--- src/rtl/clk_div_debounce_pkg.sv ---
// Shared constants for the clock divider / button debounce front end.
//   CNT_W      : width of both divider counters
//   NUM_BTNS   : number of push-button inputs conditioned
//   PULSE_MASK : per-button mode, 1 = one-shot pulse, 0 = debounced level
package clk_div_debounce_pkg;

    localparam int unsigned CNT_W    = 31;
    localparam int unsigned NUM_BTNS = 4;

    localparam logic [NUM_BTNS-1:0] PULSE_MASK = 4'b0011;

endpackage

--- src/rtl/btn_debounce_cell.sv ---
// One push-button conditioning cell.
//   clk   : board clock
//   rst_n : asynchronous active-low reset
//   tick  : one-cycle sample strobe in the clk domain
//   in    : raw asynchronous button input
//   out   : debounced level (PULSE=0) or one-shot pulse per press (PULSE=1)
module btn_debounce_cell
    import clk_div_debounce_pkg::*;
#(
    parameter bit PULSE = 1'b0
) (
    input  logic clk,
    input  logic rst_n,
    input  logic tick,
    input  logic in,
    output logic out
);

    logic r_sync1;
    logic r_sync2;
    logic r_s1;
    logic r_s2;
    logic r_s3;
    logic r_tick_d;
    logic r_out;

    logic w_stable;
    logic w_pulse;
    logic w_out_next;

    always_ff @(posedge clk or negedge rst_n) begin
        if (!rst_n) begin
            r_sync1 <= 1'b0;
            r_sync2 <= 1'b0;
        end else begin
            r_sync1 <= in;
            r_sync2 <= r_sync1;
        end
    end

    always_ff @(posedge clk or negedge rst_n) begin
        if (!rst_n) begin
            r_s1 <= 1'b0;
            r_s2 <= 1'b0;
            r_s3 <= 1'b0;
        end else if (tick) begin
            r_s1 <= r_sync2;
            r_s2 <= r_s1;
            r_s3 <= r_s2;
        end
    end

    // The delayed tick marks the one cycle in which the shift register has
    // just been updated, so the pulse fires once per rising sample edge and
    // lines up with the level-mode output of the other cells.
    always_ff @(posedge clk or negedge rst_n) begin
        if (!rst_n) begin
            r_tick_d <= 1'b0;
        end else begin
            r_tick_d <= tick;
        end
    end

    always_comb begin
        w_stable   = r_s1 & r_s2;
        w_pulse    = r_tick_d & w_stable & ~r_s3;
        w_out_next = PULSE ? w_pulse : w_stable;
    end

    always_ff @(posedge clk or negedge rst_n) begin
        if (!rst_n) begin
            r_out <= 1'b0;
        end else begin
            r_out <= w_out_next;
        end
    end

    assign out = r_out;

endmodule

--- src/rtl/clk_div_debounce.sv ---
// Board front end: divided sample clock, display refresh clock and four
// debounced push buttons.
//   DIV_OFFSET  : half-period minus 1 of n_clk, in clk cycles
//   DISP_OFFSET : counter bit index that drives disp_clk (0..30)
//   clk         : board clock (only clock in the block)
//   rst_n       : asynchronous active-low reset
//   btns        : raw push-button inputs
//   n_clk       : divided sample clock, 50 % duty
//   disp_clk    : display refresh clock, 50 % duty
//   b           : b[1:0] one-shot pulses, b[3:2] debounced levels
module clk_div_debounce
    import clk_div_debounce_pkg::*;
#(
    parameter logic [CNT_W-1:0] DIV_OFFSET  = 31'd5000000,
    parameter int unsigned      DISP_OFFSET = 17
) (
    input  logic                clk,
    input  logic                rst_n,
    input  logic [NUM_BTNS-1:0] btns,
    output logic                n_clk,
    output logic                disp_clk,
    output logic [NUM_BTNS-1:0] b
);

    logic [CNT_W-1:0] r_cnt_a;
    logic [CNT_W-1:0] r_cnt_b;
    logic             r_n_clk;
    logic             r_n_clk_d;
    logic             r_disp_clk;
    logic             w_tick;

    always_ff @(posedge clk or negedge rst_n) begin
        if (!rst_n) begin
            r_cnt_a <= '0;
            r_n_clk <= 1'b0;
        end else if (r_cnt_a == DIV_OFFSET) begin
            r_cnt_a <= '0;
            r_n_clk <= ~r_n_clk;
        end else begin
            r_cnt_a <= r_cnt_a + CNT_W'(1);
        end
    end

    always_ff @(posedge clk or negedge rst_n) begin
        if (!rst_n) begin
            r_cnt_b    <= '0;
            r_disp_clk <= 1'b0;
        end else begin
            r_cnt_b    <= r_cnt_b + CNT_W'(1);
            r_disp_clk <= r_cnt_b[DISP_OFFSET];
        end
    end

    // n_clk is never used as a clock; its registered rising edge becomes a
    // clk-domain strobe instead.
    always_ff @(posedge clk or negedge rst_n) begin
        if (!rst_n) begin
            r_n_clk_d <= 1'b0;
        end else begin
            r_n_clk_d <= r_n_clk;
        end
    end

    assign w_tick = r_n_clk & ~r_n_clk_d;

    for (genvar i = 0; i < NUM_BTNS; i++) begin : g_btn
        btn_debounce_cell #(
            .PULSE (PULSE_MASK[i])
        ) u_cell (
            .clk   (clk),
            .rst_n (rst_n),
            .tick  (w_tick),
            .in    (btns[i]),
            .out   (b[i])
        );
    end

    assign n_clk    = r_n_clk;
    assign disp_clk = r_disp_clk;

endmodule

--- config.mk ---
export PLATFORM = sky130hd
export DESIGN_NAME = clk_div_debounce
export DESIGN_NICKNAME = d
export VERILOG_FILES = /design/src/rtl/clk_div_debounce_pkg.sv /design/src/rtl/btn_debounce_cell.sv /design/src/rtl/clk_div_debounce.sv
export SDC_FILE = /design/constraint.sdc
export NUM_CORES = 1
export LEC_CHECK = 0
export ABC_CLOCK_PERIOD_IN_PS = 5200
export BUFFER_PORTS_ARGS = -buffer_cell sky130_fd_sc_hd__buf_2
export CAP_MARGIN = 20
export CORE_UTILIZATION = 30
export DETAILED_ROUTE_END_ITERATION = 6
export SLEW_MARGIN = 20
export SYNTH_ARGS = -nofsm -noshare
export SYNTH_HDL_FRONTEND = slang
export SYNTH_SLANG_ARGS = --single-unit
--- constraint.sdc ---
create_clock -name clk -period 5.2 [get_ports clk]
set_input_delay 1.56 -clock clk [delete_from_list [all_inputs] [get_ports clk]]
set_output_delay 1.56 -clock clk [all_outputs]
set_load 0.01 [all_outputs]
==> impl_results.md <==
* Most used DFF post-synth: dfrtp_1
* Max Slew Vio Count at 0
* Final min period at around 2.5 ns
* Critical Path Slowest Stage Cell: dfrtp_1
* PwrDens at around 300 nW/um^2
* Post-CTS setup buffers at 0
* H-Tree Depth at 3
* Die Ht at between 100 and 150 um
* Num CTS Buffers at 9
* Initial antenna violation count at 0
* PnR Total Power at 1110 uW
* Max frequency at 0.407 GHz
* IO Port Bufs at 11
* Cts repair resizes at 0
* Layout cells sized above 1 at 0.162
* Seq/Total Area, Yosys at 0.584
* Kind of critical path: register to output pin
* Worst hold path class: register to register
* Setup crit end kind: output pin
* Crit-path max FO at 4
* Max clock buf depth at 2
* Status: completed
* Seq cells post-synth at 75
* Root Driver: clkbuf_8
* Final wirelength at between 5000 and 6000 um
* Lkg Pwr at between 0.0015 and 0.002 uW
* Setup TNS at 0 ns
* Via density at 4.82
* Hold Fails Final Rpt at 0
* Max rail drop VDD at 0.142 mV
* Library cells used by synthesis at 39
* CTS Sinks at 75
* Routability Congestion at roughly 0.75
* Crit path cell chain: buf_2
* Synthesized area at between 3000 and 4000 um^2
* Synthesized area per cell at about 12 um^2
* Clk_lat worst skew at between 0.3 and 0.4 ns
* Clk slew on worst S/H paths at approximately 0.09 ns
* Post-synth EDFFs at 0
* Routed Antenna Nets at 0
* Starting Density at 0.310
* Area Overhead vs Synth at 12.5%
* Measured slew at the worst slew-check pin at slightly below 0.9 ns
* Max-cap violation count at 0
* Core area at 10400 um^2
* Worst Skew at a little under 0.01 ns
* # DRC at 0
* Buf/Inv on CP at 1
* Total gr overflow at 0
* GRT Total Usage at 0.108
* Critical Path RT at ~3.6 ns
* Ys Warns at 0
* Die Width at around 110 um
* Worst Path Arrival at 0.90 ns
* Setup-failing EPs final at 0
* Post-CTS Hold Buffers at 0
* Number of global-route vias before repair at 2009
* RSZ-0062 raised after global routing: false
* CTS tree: built
* Hpwl dp at ~3600 um
* Die area at 11100 um^2
* I/O pins at 12
* Post-Syn Instances at 260
* Iteration-0 DRC Markers at 131
* Startpoint types: register
* Worst relative slew slack at 0.404
* Nets at between 200 and 300
* Global-route wire length before repair at ~9700 um
* Pin count of the biggest net entering global routing at 48
* # rows at 37
* Synth async-reset ratio at 1.00
* Post-Syn Nets at 270
* Vias at just under 2k
* N_diodes at 0
* Drt pass-1 iters at 4
* Worst stage delay on the critical path at roughly 0.41 ns
* Routed length per instance at roughly 13 um
* Fin crit share at 0.472
* Critical path's top delay family: flip-flops
==> kinds of logic after synthesis <==
family,Yosys count,share of synthesized area
AND/OR/NAND/NOR,107,0.210
flip-flops,75,0.584
XOR/XNOR,42,0.114
buffers and inverters,14,0.0226
multiplexers,11,0.0382
AO/OA/AOI/OAI,7,0.0152
adder cells (fa/ha/maj),4,0.0156
==> power by group <==
part | total, uW | switching, uW | internal [uW]
logic | 13.0 | 11.2 | 1.79
registers | 587 | 0.853 | 586
clock network | 513 | 234 | 279
total | 1110 | 246 | 867
==> registers in the layout (all words and copies together) (netlist names) <==
register,count
r_n_clk_d,1
g_btn.u_cell.r_s1,4
g_btn.u_cell.r_tick_d,1
r_cnt_b,18
disp_clk,1
r_cnt_a,31
g_btn.u_cell.r_s2,4
g_btn.u_cell.r_sync2,4
g_btn.u_cell.out,4
g_btn.u_cell.r_s3,2
n_clk,1
g_btn.u_cell.r_sync1,4
==> synth_stat cells (3+ instances only) <==
cell type / instances / area share
nor4_1: 6 / 0.012
buf_2: 3 / 0.0047
nand3_1: 19 / 0.030
ha_1: 4 / 0.016
xnor2_1: 34 / 0.093
and3_1: 9 / 0.018
and4_1: 6 / 0.016
and2_1: 4 / 0.0078
inv_1: 3 / 0.0035
nand4_1: 16 / 0.031
mux2_2: 10 / 0.035
dfrtp_1: 75 / 0.58
nor2_1: 8 / 0.0093
and4b_1: 3 / 0.0093
nor4b_1: 8 / 0.022
nand2_1: 15 / 0.018
xor2_1: 8 / 0.022
buf_4: 4 / 0.0093
==> per-stage QoR <==
| step | utilization | instance area (um^2) | setup WS, ns | hold WS [ns] | instances |
|---|---|---|---|---|---|
| 2_1_floorplan | - | 3210 | 3.17 | 0.331 | 260 |
| 3_3_place_gp | 0.326 | 3380 | 2.55 | 0.335 | 397 |
| 3_5_place_dp | 0.326 | 3380 | 2.50 | 0.339 | 397 |
| 4_1_cts | 0.349 | 3610 | 2.72 | 0.360 | 413 |
| 5_1_grt | 0.349 | 3610 | 2.70 | 0.364 | 413 |
| 6_report | 0.349 | 3610 | 2.74 | 0.360 | 413 |
==> path summary, 6_finish.rpt <==
path / from / to / slack (ns) / depth (start not counted)
max: n_clk / n_clk / 2.74 / 1
min: g_btn[0].u_cell.r_sync1 / g_btn[0].u_cell.r_sync2 / 0.36 / 0
max reg2reg: r_cnt_a[0] / n_clk / 3.34 / 6
min reg2reg: g_btn[0].u_cell.r_sync1 / g_btn[0].u_cell.r_sync2 / 0.36 / 0
max in group asynchronous: rst_n / r_cnt_a[12] / 2.94 / 2
min in group asynchronous: rst_n / g_btn[0].u_cell.r_sync1 / 1.22 / 1
==> metal layers <==
metal  GRT usage  vias to the layer above  part of all wire
li1            -                      951                 -
met1       0.148                      987              0.50
met2       0.165                       41              0.45
met3      0.0186                       10             0.033
met4      0.0546                        0             0.022
met5           0                        -                 0
==> placed cells by master (no fill, tap or decap), drive strengths merged <==
cell type,netlist,final
and3,9,9
and4,7,7
mux2i,1,1
nor2b,2,2
clkinv,0,1
nand3,19,19
xor2,8,8
ha,4,4
nor4b,8,8
or4b,1,1
nor4,7,7
nand4,17,17
bufinv,0,2
nand2,15,15
and4b,4,4
a21oi,2,2
o22a,1,1
mux2,10,10
dfrtp,75,75
and2,6,6
or4,1,1
inv,3,7
nor2,9,9
or3,2,2
buf,8,12
xnor2,34,34
o21ai,1,1
o31a,1,1
o32ai,1,1
o31ai,1,1
clkbuf,3,9
==> area by class of cell <==
type                    count  area [um^2]
clock inverters             7          106
clock buffers               9          124
inverters                   3         11.3
multi-input cells         171         1260
flip-flops and latches     75         1880
fillers                  1032         6760
well taps                 136          170
repair buffers             12         62.6
Power figures use the tool's default switching activity.
